## src/rtl/fetch_pc_unit.sv

```systemverilog
// Instruction-fetch front end: program counter, instruction-memory address and IF/ID register.
// Optional perf counters (fetch_cnt, stall_cnt) exist only when IF_PERF_CNT_EN is defined.
module fetch_pc_unit #(
  parameter logic [31:0] RESET_PC    = 32'h0000_0000,
  parameter logic [31:0] FLUSH_INSTR = 32'h0000_0000,
  parameter int          CNT_WIDTH   = 32
) (
  input  logic                 clk,
  input  logic                 rst_n,
  input  logic                 freeze,
  input  logic                 branch_taken,
  input  logic [31:0]          branch_addr,
  output logic [31:0]          imem_addr,
  input  logic [31:0]          imem_instr,
  output logic [31:0]          if_id_pc,
  output logic [31:0]          if_id_instr,
  output logic                 if_id_valid
`ifdef IF_PERF_CNT_EN
  ,
  output logic [CNT_WIDTH-1:0] fetch_cnt,
  output logic [CNT_WIDTH-1:0] stall_cnt
`endif
);

  logic [31:0] pc_p0;
  logic [31:0] pc_plus4_p0;
  logic [31:0] branch_tgt_p0;
  logic [1:0]  unused_branch_lsb;
  logic [31:0] if_id_pc_p1;
  logic [31:0] if_id_instr_p1;
  logic        vld_p1;

  // Stage p0: program counter; branch targets are word-aligned by dropping the low bits
  assign pc_plus4_p0       = pc_p0 + 32'd4;
  assign branch_tgt_p0     = {branch_addr[31:2], 2'b00};
  assign unused_branch_lsb = branch_addr[1:0];
  assign imem_addr         = pc_p0;

  always_ff @(posedge clk or negedge rst_n) begin
    if (!rst_n) begin
      pc_p0 <= RESET_PC;
    end else if (branch_taken) begin
      pc_p0 <= branch_tgt_p0;
    end else if (!freeze) begin
      pc_p0 <= pc_plus4_p0;
    end
  end

  // Stage p1: IF/ID register; a redirect flushes the slot, a freeze holds it
  always_ff @(posedge clk or negedge rst_n) begin
    if (!rst_n) begin
      if_id_pc_p1    <= 32'h0000_0000;
      if_id_instr_p1 <= FLUSH_INSTR;
      vld_p1         <= 1'b0;
    end else if (branch_taken) begin
      if_id_pc_p1    <= 32'h0000_0000;
      if_id_instr_p1 <= FLUSH_INSTR;
      vld_p1         <= 1'b0;
    end else if (!freeze) begin
      if_id_pc_p1    <= pc_plus4_p0;
      if_id_instr_p1 <= imem_instr;
      vld_p1         <= 1'b1;
    end
  end

  assign if_id_pc    = if_id_pc_p1;
  assign if_id_instr = if_id_instr_p1;
  assign if_id_valid = vld_p1;

`ifdef IF_PERF_CNT_EN
  function automatic logic [CNT_WIDTH-1:0] sat_inc(input logic [CNT_WIDTH-1:0] v);
    return (&v) ? v : v + CNT_WIDTH'(1);
  endfunction

  logic [CNT_WIDTH-1:0] fetch_cnt_p1;
  logic [CNT_WIDTH-1:0] stall_cnt_p1;

  // Stage p1: perf counters, saturating at all-ones
  always_ff @(posedge clk or negedge rst_n) begin
    if (!rst_n) begin
      fetch_cnt_p1 <= '0;
      stall_cnt_p1 <= '0;
    end else if (!branch_taken) begin
      if (freeze) stall_cnt_p1 <= sat_inc(stall_cnt_p1);
      else        fetch_cnt_p1 <= sat_inc(fetch_cnt_p1);
    end
  end

  assign fetch_cnt = fetch_cnt_p1;
  assign stall_cnt = stall_cnt_p1;
`endif

endmodule

```

## config.mk

```make
export PLATFORM = sky130hd
export DESIGN_NAME = fetch_pc_unit
export DESIGN_NICKNAME = d
export VERILOG_FILES = /design/src/rtl/fetch_pc_unit.sv
export SDC_FILE = /design/constraint.sdc
export NUM_CORES = 1
export LEC_CHECK = 0
export ABC_AREA = 1
export CAP_MARGIN = 10
export CORE_ASPECT_RATIO = 0.5
export CORE_MARGIN = 3
export CORE_UTILIZATION = 40
export DETAILED_ROUTE_END_ITERATION = 6
export GPL_TIMING_DRIVEN = 0
export HOLD_SLACK_MARGIN = 0.02
export PLACE_DENSITY = 0.75
export SETUP_SLACK_MARGIN = 0.2
export SLEW_MARGIN = 5
export SYNTH_ARGS = -nofsm -noshare
export SYNTH_HDL_FRONTEND = slang
export SYNTH_SLANG_ARGS = --single-unit
```

## constraint.sdc

```tcl
create_clock -name clk -period 1.3 [get_ports clk]
set_input_delay 0.26 -clock clk [delete_from_list [all_inputs] [get_ports clk]]
set_output_delay 0.26 -clock clk [all_outputs]
set_load 0.05 [all_outputs]
```

==> summary by stage, run 1 <==
Timing
Timing would allow up to 650 MHz. The total count of hold-check failures in the final report is around 50. Headroom to the max-slew limit came out at 54.2%. The number of pins with negative max-slew slack in the final report is 0. Setup slack on the critical path of the routed design comes to -0.237 ns. The share of the cycle needed by the critical path after routing is 118%. The tightest hold path in the finished design has a slack of -0.0449 ns. Setup repair after global routing could not meet its margin everywhere. The total setup violations reported at the end of the flow is about 60. Subtracting the final worst setup slack from the clock period gives about 1.5 ns. Between clock sinks in the finished design, the worst skew comes to a little over 0.007 ns. For the pin with the worst max-slew slack, the measured transition is ~0.69 ns. Adding up every negative setup slack in the final design gives -5.53 ns.

Flow run
Across the run, the number of max-cap violations was 0.

Power and ir drop
For this design the ratio of total power to cell area is roughly 1200 nW/um^2. The analysis attributes to net switching a power of around 3 mW. The leakage power is ~3.8 nW. The proportion of power drawn by flip-flops and latches is a little under two fifths.

Internal power comes to ~6.0 mW. The maximum vdd drop is about 0.00084 V. In this run switching power makes up about a third of total power. Combinational logic is responsible for 29.6% of the overall power. The clock power share is 32.3%.

Critical path
The critical path capture point type is a register. STA puts the critical path data required time at roughly 1.6 ns. In this run the critical register-to-register path is launched from imem_addr[5]$_DFFE_PN0N_.

The reg-to-reg endpoint is imem_addr[13]$_DFFE_PN0N_. The category of the most critical setup path is register to register. In this run the worst path has a maximum fanout of 7.

The worst register-to-register path has a setup slack of -0.24 ns. For the worst flop-to-flop path, the logic depth is 7. The worst path arrival time is around 1.8 ns. The startpoint type of the worst setup path is a register.

Placement
The placement-stage worst setup slack is -0.601 ns. The placed wire-length estimate after detailed placement is between 10000 and 15000 um. The count of buffers inserted at the top-level ports is about 160. The final weighted congestion in routability-driven placement is 0.894.

GRT
The global-route wire length before repair is between 20000 and 25000 um. For this run, global-route usage on met2 was measured as 38.2%. The pin count of the biggest net entering global routing is a little over 50. The number of global-route vias before repair is roughly 4300. In the global route stage, met1 resource usage came out at between 20% and 30%. After global routing, the most crowded layer is met2. The total global-route track usage is between 20 and 25%.

Summed over all layers, the global routing overflow is 0. The global routing met3 resource utilization is roughly 5.0%. The number of antenna violations at the first check in global routing is 0.

Drt
The number of design rule violations left after detail routing is 0. After detailed routing, the number of vias per cell comes to around 5. The number of detailed-routing iterations run before antenna repair is 5. In the final routed layout, each cell accounts on average for about 17 um.

The detail route stage leaves a number of antenna-violating nets equal to 0. Summed over all layers, the routed wires come to 15900 um. The via count is roughly 4700. For this block, the initial DRC count from the detailed router was about 360.

Synthesis
After synthesis, flip-flops and latches occupy 53.0% of the total area. The netlist uses 26 different library cells. The area share of fa/ha/maj cells after synthesis is less than 1%. The register bit count reported by yosys is 94.

The synthesized netlist cell count is 527. The xor and xnor fraction of the mapped netlist area is less than 1%. The synthesized netlist devotes approximately 11% of its cell area to compound gates. The cell area that synthesis handed to floorplanning was approximately 4400 um^2.

Of the total synthesized cell area, the portion taken by AND, OR, NAND and NOR gates is 29.2%. The mux contribution to synthesized area is 0%. During synthesis, Yosys emitted a total of 0 warnings.

The combinational family with the most area after synthesis is simple AND/OR/NAND/NOR gates. The average instance area after synthesis is around 8.4 um^2.

Clock network
After clock tree synthesis, the clock-pin slew on the worst setup and hold paths is roughly 0.07 ns. The number of clock buffers added by TritonCTS is 9. In this run the clock root is driven by a clkbuf_16.

The clock network latency to the later pin of the worst-skew pair is roughly 0.35 ns. In this run the number of H-tree levels came out at 3. The clock tree from TritonCTS is built. No sink is reached through more buffers than the 2 on the longest clock path. The clock net sink count is 94.

Die
From bottom edge to top edge, the die measures between 80 and 90 um. The effective utilization at floorplan is between 40% and 50%. The number of core rows is 26. The area of the core region is roughly 11000 um^2.

Measured along the x axis, the die boundary spans 155 um. The floorplan step defined a die boundary enclosing between 10000 and 15000 um^2. In this run the count of I/O pins placed on the die edge is about 170.

Layout
Relative to the synthesized area, the layout overhead comes to 73.8%. The top cell types in the final layout, fill and taps aside, are nand2_1 (182), buf_6 (84), buf_4 (77). The most common cell after layout, fill and taps aside is nand2_1. The repair_antennas step left the layout with diodes totalling 0. Fill cells in the final layout number between 700 and 800. The post-route netlist has between 40 and 50% of its cells at a drive strength greater than 1. The final layout contains roughly 850 nets.

Status
The run finished, with violations left. The final reports fail on hold timing, setup timing.

Hold path
The path class of the tightest hold or removal check is primary input to asynchronous set/reset pin.
[synth_stat cells (all sizes together)]
cell type / count / area share (%)
nand2: 197 / 17
dfrtp: 94 / 53
nand3: 48 / 6.1
inv: 47 / 4.0
nor2: 46 / 5.4
a22o: 33 / 6.5
o21ai: 20 / 2.3
buf: 14 / 1.9
clkbuf: 8 / 0.68
o21bai: 6 / 1.0
a21oi: 4 / 0.45
and2: 2 / 0.28
o211ai: 2 / 0.34
a31oi: 1 / 0.14
conb: 1 / 0.084
ha: 1 / 0.28
nand4: 1 / 0.14
or2: 1 / 0.14
xor2: 1 / 0.20
[registers in the layout, summed over array words and instances, names as in the netlist]
register,count
imem_addr,30
if_id_valid,1
if_id_pc,31
if_id_instr,32
[power by group through the flow]
| stage | logic [mW] | clock network [mW] | registers, mW |
|---|---|---|---|
| 5_1_grt | 2.78 | 3.05 | 3.44 |
| 3_5_place_dp | 2.12 | 0 | 3.43 |
| 2_1_floorplan | 0.477 | 0 | 4.17 |
| 3_3_place_gp | 2.08 | 0 | 3.43 |
| 6_report | 2.65 | 2.90 | 3.42 |
| 4_1_cts | 2.37 | 2.91 | 3.41 |
[worst max-delay path, stage by stage, from the launching register on]
cell and delay [ns]:
dfrtp_2 0.43, nand2_2 0.11, nor2_2 0.19, nand2_4 0.14
buf_4 0.16, o21bai_1 0.17, nand3_1 0.15, nand3_1 0.10
[stage by stage]
step,cell area [um^2],utilization (%),power (mW),cells
4_1_cts,7180,68.4,8.69,882
5_1_grt,7710,73.4,9.28,921
3_5_place_dp,6320,60.2,5.55,828
6_report,7710,73.4,8.96,921
3_3_place_gp,6300,59.9,5.51,827
2_1_floorplan,4530,-,4.65,528
[routing by layer]
metal	share of wire (%)	vias up
met5	0	-
met2	50	180
met4	2.5	0
li1	-	2184
met3	5.9	45
met1	42	2318
[cell type report]
cell class,instances,area [um^2],share of cell area [%]
clock buffer,9,225,2.92
timing repair buffer,237,2450,31.7
tap,140,175,2.27
buffer,22,149,1.93
clock inverter,7,95.1,1.23
sequential,94,2390,30.9
inverter,47,179,2.32
multi-input combinational,365,2060,26.7
[how the worst max path moves through the flow]
stage	depth (start not counted)	from	endpoint
after global routing	7	imem_addr[3]$_DFFE_PN0N_	imem_addr[13]$_DFFE_PN0N_
final	7	imem_addr[5]$_DFFE_PN0N_	imem_addr[13]$_DFFE_PN0N_
after detailed placement	8	freeze	imem_addr[27]$_DFFE_PN0N_
after floorplan	8	imem_addr[3]$_DFFE_PN0N_	imem_addr[18]$_DFFE_PN0N_
after CTS	9	imem_addr[3]$_DFFE_PN0N_	imem_addr[26]$_DFFE_PN0N_
after global placement	1	rst_n	imem_addr[7]$_DFFE_PN0N_
[cells by family after synthesis]
kind of cell | after synthesis
AOI/OAI and AO/OA | 66
and+or+nand+nor | 295
DFF | 94
adders and majority gates | 1
buffers and inverters | 69
xor gates and xnor gates | 1
other | 1
[timing repair]
| action | in CTS | in global routing |
|---|---|---|
| setup endpoints to repair | 188 | 172 |
| endpoints found under the hold margin | 49 | 29 |
| pin swaps | 16 | 17 |
| cloned | 0 | 0 |
| buffers inserted | 38 | 39 |
| resized for setup | 712 | 66 |
Note: power is estimated with default switching activity, not from simulation.
==> run 2: changes to the inputs <==
- ABC_CLOCK_PERIOD_IN_PS: not set -> 1300
==> results of run 2 <==
The final DEF is identical to that of run 1; final timing and power are the same.
==> run 3: changes to the inputs <==
- SKIP_LAST_GASP: not set -> 1
==> summary by stage, run 3 (synthesis gave the netlist of run 1 again) <==
Placement
The cell total after placement is 828 (unchanged). The final weighted congestion in routability-driven placement came to 0.894 (unchanged). The count of buffers inserted at the top-level ports is 159 (unchanged). The placed wire-length estimate after detailed placement is 10200 um (unchanged).

Die
The full die area came to 12500 um^2 (unchanged). The die height was 80.5 um (unchanged). The number of placed I/O pins was 165 (unchanged). The effective utilization at floorplan came to 42.2% (unchanged). The number of core rows was 26 (unchanged). The floorplan die width is 155 um (unchanged).

The area of the core region was 10500 um^2 (unchanged).

GRT
The number of global-route vias before repair is 4321 (was 4337). The global-route met1 utilization is 29.1% (about the same). The total global routing overflow is 0 (unchanged). The global-route wire length before repair is 22000 um (was 22100 um).

The most crowded layer after global routing is met2 (unchanged). The total global-route track usage is 22.2% (was 22.4%). The number of antenna violations at the first check in global routing was 0 (unchanged). The met2 track demand over resource is 37.8% (was 38.2%).

The global routing met3 resource utilization is 4.79% (was 4.95%). The pin count of the biggest net entering global routing is 51 (unchanged).

Drt
The number of detailed-routing iterations run before antenna repair is 4 (was 5). The detailed router's first-iteration violation count was 362 (was 357). The final wirelength was 15600 um (was 15900 um). The number of design rule violations left after detail routing is 0 (unchanged). The remaining antenna violation count is 0 (unchanged). The average wire per cell in the routed design is 16.9 um (was 17.3 um). The via count is 4682 (was 4727). The average vias per placed instance is 5.07 (was 5.13).

Timing
The final setup TNS was -6.68 ns (was -5.53 ns). Setup repair after global routing missed its margin: yes (unchanged). The least setup slack across all paths after layout was -0.242 ns (was -0.237 ns). The remaining max-slew budget at the tightest pin was 55.9% (was 54.2%).

The final-layout worst hold slack is -0.0539 ns (was -0.0449 ns). The share of the cycle needed by the critical path after routing came to 119% (was 118%). The transition at the pin with the smallest max-transition slack is 0.662 ns (was 0.687 ns). The post-layout minimum cycle time is 1.54 ns (about the same). The number of pins with negative max-slew slack in the final report is 0 (unchanged). The total count of hold-check failures in the final report is 49 (unchanged). The setup skew after layout was 0.00889 ns (was 0.00712 ns). The maximum clock frequency is 649 MHz (was 650 MHz). The total setup violations reported at the end of the flow is 60 (was 59).

Layout
The count of nets after finishing is 847 (was 845). The final design utilization came to 73.0% (was 73.4%). The proportion of layout cells with a drive suffix above 1 is 40.2% (was 40.1%).

The number of non-filler instances in the completed layout is 923 (was 921). The area growth from synthesis to layout was 72.9% (was 73.8%). The most common cell after layout, fill and taps aside is nand2_1 (unchanged). Commonest cells after routing, fill and taps aside: nand2_1 (183), buf_6 (95), buf_4 (83) (was nand2_1 (182), buf_6 (84), buf_4 (77)).

The number of flip-flops in the largest register came to 32 (unchanged). The number of diodes added for antenna fixing is 0 (unchanged).

Status
Violations in the final reports: hold timing, setup timing (unchanged). Status: complete, but fails checks (unchanged).

Clock network
The clock network latency to the later pin of the worst-skew pair is 0.35 ns (about the same). The buffer levels on the longest clock path is 2 (unchanged). The number of buffers inserted during clock tree synthesis is 9 (unchanged). The clock edge transition at the registers on the reported setup and hold paths is 0.07 ns (about the same). The clock tree from TritonCTS is built (unchanged). The cell chosen for the clock root is clkbuf_16 (unchanged).

The maximum level of the CTS H-tree is 3 (unchanged). The clock net sink count was 94 (unchanged).

Critical path
The worst path arrival time was 1.82 ns (about the same). The category of the most critical setup path was register to register (unchanged). The critical path capture point type is a register (unchanged). The required time reported for the critical path endpoint is 1.58 ns (about the same). The highest net fanout along the worst path was 7 (unchanged). The startpoint type of the worst setup path is a register (unchanged).

Hold path
The classification of the worst-slack hold path is primary input to asynchronous set/reset pin (unchanged).

Power and ir drop
The areal power density over the cells is 1160 nW/um^2 (about the same). The leakage power is 3.82 nW (was 3.83 nW). The maximum vdd drop is 0.000840 V (was 0.000839 V).

Flow run
The number of violations of the max-capacitance limit is 0 (unchanged).
## run 3: stage by stage
step | area (um^2) | power, mW | setup slack, ns
2_1_floorplan | 4530 | 4.65 | -0.208
3_3_place_gp | 6300 | 5.51 | -3.92
3_5_place_dp | 6320 | 5.55 | -0.601
4_1_cts | 7120 | 8.64 | -0.118
5_1_grt | 7670 | 9.21 | -0.312
6_report | 7670 | 8.90 | -0.242
## run 3: path summary, 6_finish.rpt
check,startpoint,depth (start not counted),slack [ns],endpoint
worst max register to register,imem_addr[3]$_DFFE_PN0N_,7,-0.24,imem_addr[13]$_DFFE_PN0N_
worst min-delay path,rst_n,1,-0.05,if_id_instr[16]$_DFFE_PN0N_
max in group asynchronous,rst_n,2,0.68,imem_addr[6]$_DFFE_PN0N_
worst max-delay path,imem_addr[3]$_DFFE_PN0N_,7,-0.24,imem_addr[13]$_DFFE_PN0N_
worst min register to register,if_id_pc[28]$_DFFE_PN0N_,2,0.51,if_id_pc[28]$_DFFE_PN0N_
min in group clk,branch_taken,4,0.32,imem_addr[11]$_DFFE_PN0N_
## run 3: repair_timing
item / 4_1_cts / 5_1_grt
pin swaps: 16 / 21
setup endpoints to repair: 188 / 172
endpoints found under the hold margin: 49 / 38
setup buffers: 38 / 41
resized for setup: 694 / 69
## run 3: per-layer routing
metal / wire length (um) / up-vias
met1: 6690 / 2308
met5: 0 / -
li1: - / 2191
met2: 7760 / 156
met3: 830 / 27
met4: 277 / 0
## run 3: worst max-delay path, stage by stage, from the launching register on
cell and delay [ns]:
dfrtp_2 0.42, nand2_1 0.12, nor2_4 0.23, nand2_4 0.15, buf_4 0.17, o21bai_1 0.15, nand3_1 0.14, nand3_1 0.09
## run 3: report_power, final
part           total [mW]  switching (mW)  internal [mW]
Clock                2.89            1.20           1.69
Combinational        2.60            1.52           1.08
Sequential           3.41           0.253           3.16
## run 3: layout make-up
type	count	area (um^2)
repair buffers	239	2390
clock buffers	9	225
multi-input cells	365	2070
well taps	140	175
flip-flops and latches	94	2390
fillers	723	2840
plain buffers	22	149
inverters	47	181
clock inverters	7	95.1
==> RTL change (flow settings as in run 3) <==
Build with the macro `IF_PERF_CNT_EN` defined.
--- a/src/rtl/fetch_pc_unit.sv
+++ b/src/rtl/fetch_pc_unit.sv
@@ -1,5 +1,7 @@
 // Instruction-fetch front end: program counter, instruction-memory address and IF/ID register.
 // Optional perf counters (fetch_cnt, stall_cnt) exist only when IF_PERF_CNT_EN is defined.
+`define IF_PERF_CNT_EN
+
 module fetch_pc_unit #(
   parameter logic [31:0] RESET_PC    = 32'h0000_0000,
   parameter logic [31:0] FLUSH_INSTR = 32'h0000_0000,
Check against the original RTL (old outputs only; new: fetch_cnt and stall_cnt): equivalent (Yosys induction, for registers that start in step).
==> RTL change against run 3 <==
The flow still finishes with violations (hold timing, setup timing). Critical path depth grew 4. Combinational power grew 91%. Sequential cell count grew 64. Core utilization grew 1.9 points. Final area grew 100%. Area after synthesis grew 95%. Routed wire length grew 140%. Via count grew 120%. Total power grew 80%. Worst setup slack lost 260 ps. Worst hold slack lost 190 ps. Highest routed layer unchanged.
==> RTL change: results <==
group,metric,value,unit
cells_and_area,finish.utilization,0.7487,
sta,worstMarginPinSlew,642.1,ps
cells_and_area,layout-drive-gt1-share,0.4617,
critical_path,critPathArrivalTime,2190,ps
global_routing,grt_max_degree,94,
global_routing,grt_pass1_vias,9444,
sta,finalCritPeriodShare,1.384,
critical_path,crit_family,"simple AND/OR/NAND/NOR gates",
synth,yosysWarnings,0,
sta,hold_violations,65,
synth,synth_cell_types,31,
cells_and_area,diodes,0,
synth,synth-xor-area-share,0.02836,
sta,setup_ws,-499.1,ps
run_status,status,"finished, violations left",
clock_tree,clk_path_buf_depth,2,
critical_path,rr_worst_depth,11,
synth,synthMuxAreaShare,0,
detailed_routing,first_pass_iters,6,
synth,synthTopCellsByArea,"dfrtp_1 46%, nand2_1 26%, nor2_1 6.5%",
power_and_ir_drop,power.leakage,7.474,nW
synth,synth_edf_count,0,
clock_tree,tritoncts.num_buffers,17,
placement,gp_congestion,0.9225,
placement,placed_cell_area,11750,sq um
synth,syn_inst,1217,
sta,skew,16.57,ps
synth,synthTopCellsByCount,"595 x nand2_1, 158 x dfrtp_1, 150 x nor2_1",
detailed_routing,num_vias,10410,
placement,place_hpwl,21.30,mm
synth,synth_sequential_area_ratio,0.4572,
sta,hold_slack,-239.2,ps
cells_and_area,fillerInstances,1380,
cells_and_area,fin_cells,1975,
clock_tree,cts-root-buf,"clkbuf_16",
critical_path,max_stage_delay,470,ps
clock_tree,insertion_delay,460,ps
cells_and_area,nNetsFinal,1741,
detailed_routing,routed_wl,36.73,mm
synth,synth_fa_ha_area_frac,0.004341,
clock_tree,htreeDepth,4,
detailed_routing,first_iter_violations,912,
sta,setup_violations,215,
synth,synth_compound_area_frac,0.05860,
placement,io_buffers,223,
worst_hold_path,hold_class,"in -> async",
critical_path,cp_slowest_cell,"dfrtp_2",
power_and_ir_drop,ir_drop,0.0007565,V
synth,synth_ff_type,"dfrtp_1",
clock_tree,clk_pin_slew,80,ps
die,row_count,37,
global_routing,antenna_found_initial,0,
global_routing,grt_use_total,0.2731,
synth,async_flop_share,1.000,
global_routing,grt_pass1_wl,50.66,mm
critical_path,path_max_fanout,6,
run_status,violations,"hold timing, setup timing",
RTL change: repair_timing:
| action | 4_1_cts | 5_1_grt |
|---|---|---|
| setup buffers | 100 | 100 |
| resized for setup | 1286 | 241 |
| cloned | 8 | 1 |
| pin swaps | 81 | 81 |
| hold endpoints to repair | 65 | 65 |
| endpoints found under the setup margin | 316 | 280 |
RTL change: report_power, final:
part | internal [mW] | total (mW) | switching, mW
clock | 2.93 | 5.26 | 2.34
sequential | 5.29 | 5.83 | 0.546
combinational | 2.16 | 4.96 | 2.79
RTL change: path summary, 6_finish.rpt:
path / start / endpoint / slack [ps]
max: fetch_cnt[2]$_DFFE_PN0P_ / fetch_cnt[3]$_DFFE_PN0P_ / -500
min: rst_n / fetch_cnt[30]$_DFFE_PN0P_ / -240
max reg2reg: fetch_cnt[2]$_DFFE_PN0P_ / fetch_cnt[3]$_DFFE_PN0P_ / -500
min reg2reg: if_id_pc[11]$_DFFE_PN0N_ / if_id_pc[11]$_DFFE_PN0N_ / 500
max in group asynchronous: rst_n / imem_addr[4]$_DFFE_PN0N_ / 630
min in group clk: branch_taken / imem_addr[12]$_DFFE_PN0N_ / 350
RTL change: layout make-up:
type	count	share of cell area
buffer	33	0.01889
clock buffer	19	0.02834
timing repair inverter	1	0.0007204
clock inverter	13	0.009685
sequential	158	0.2606
tap	292	0.02337
inverter	75	0.02033
timing repair buffer	432	0.2964
multi-input combinational	952	0.3416
RTL change: metal layers:
metal / wire length [um] / GRT usage / vias up
li1: - / - / 4728
met1: 14190 / 0.3452 / 5055
met2: 18240 / 0.4718 / 474
met3: 2458 / 0.05605 / 148
met4: 1850 / 0.1007 / 0
met5: 0 / 0 / -
RTL change: cells by family after synthesis:
| kind of cell | count (synthesis) |
|---|---|
| simple gates | 846 |
| flops | 158 |
| buf+inv | 108 |
| compound gates | 73 |
| xor+xnor | 28 |
| fa+ha+maj | 3 |
| other cells | 1 |
RTL change: metrics by stage:
stage	setup WS [ps]	setup TNS, ps
floorplan	-510.2	-31940
global placement	-7727	-1190530
detailed placement	-924.9	-113130
CTS	-422.9	-34240
global route	-537.8	-54780
finish	-499.1	-44790
RTL change: worst reg2reg max path, stage by stage, from the launching register on:
cell and delay, ps:
dfrtp_2 470, nand2_2 130, nor2_4 180, nand2_4 80, nor2_4 140, nand3_4 130, nand2_8 120, buf_6 130
buf_12 110, buf_16 120, nand2_2 60, nand2_1 70
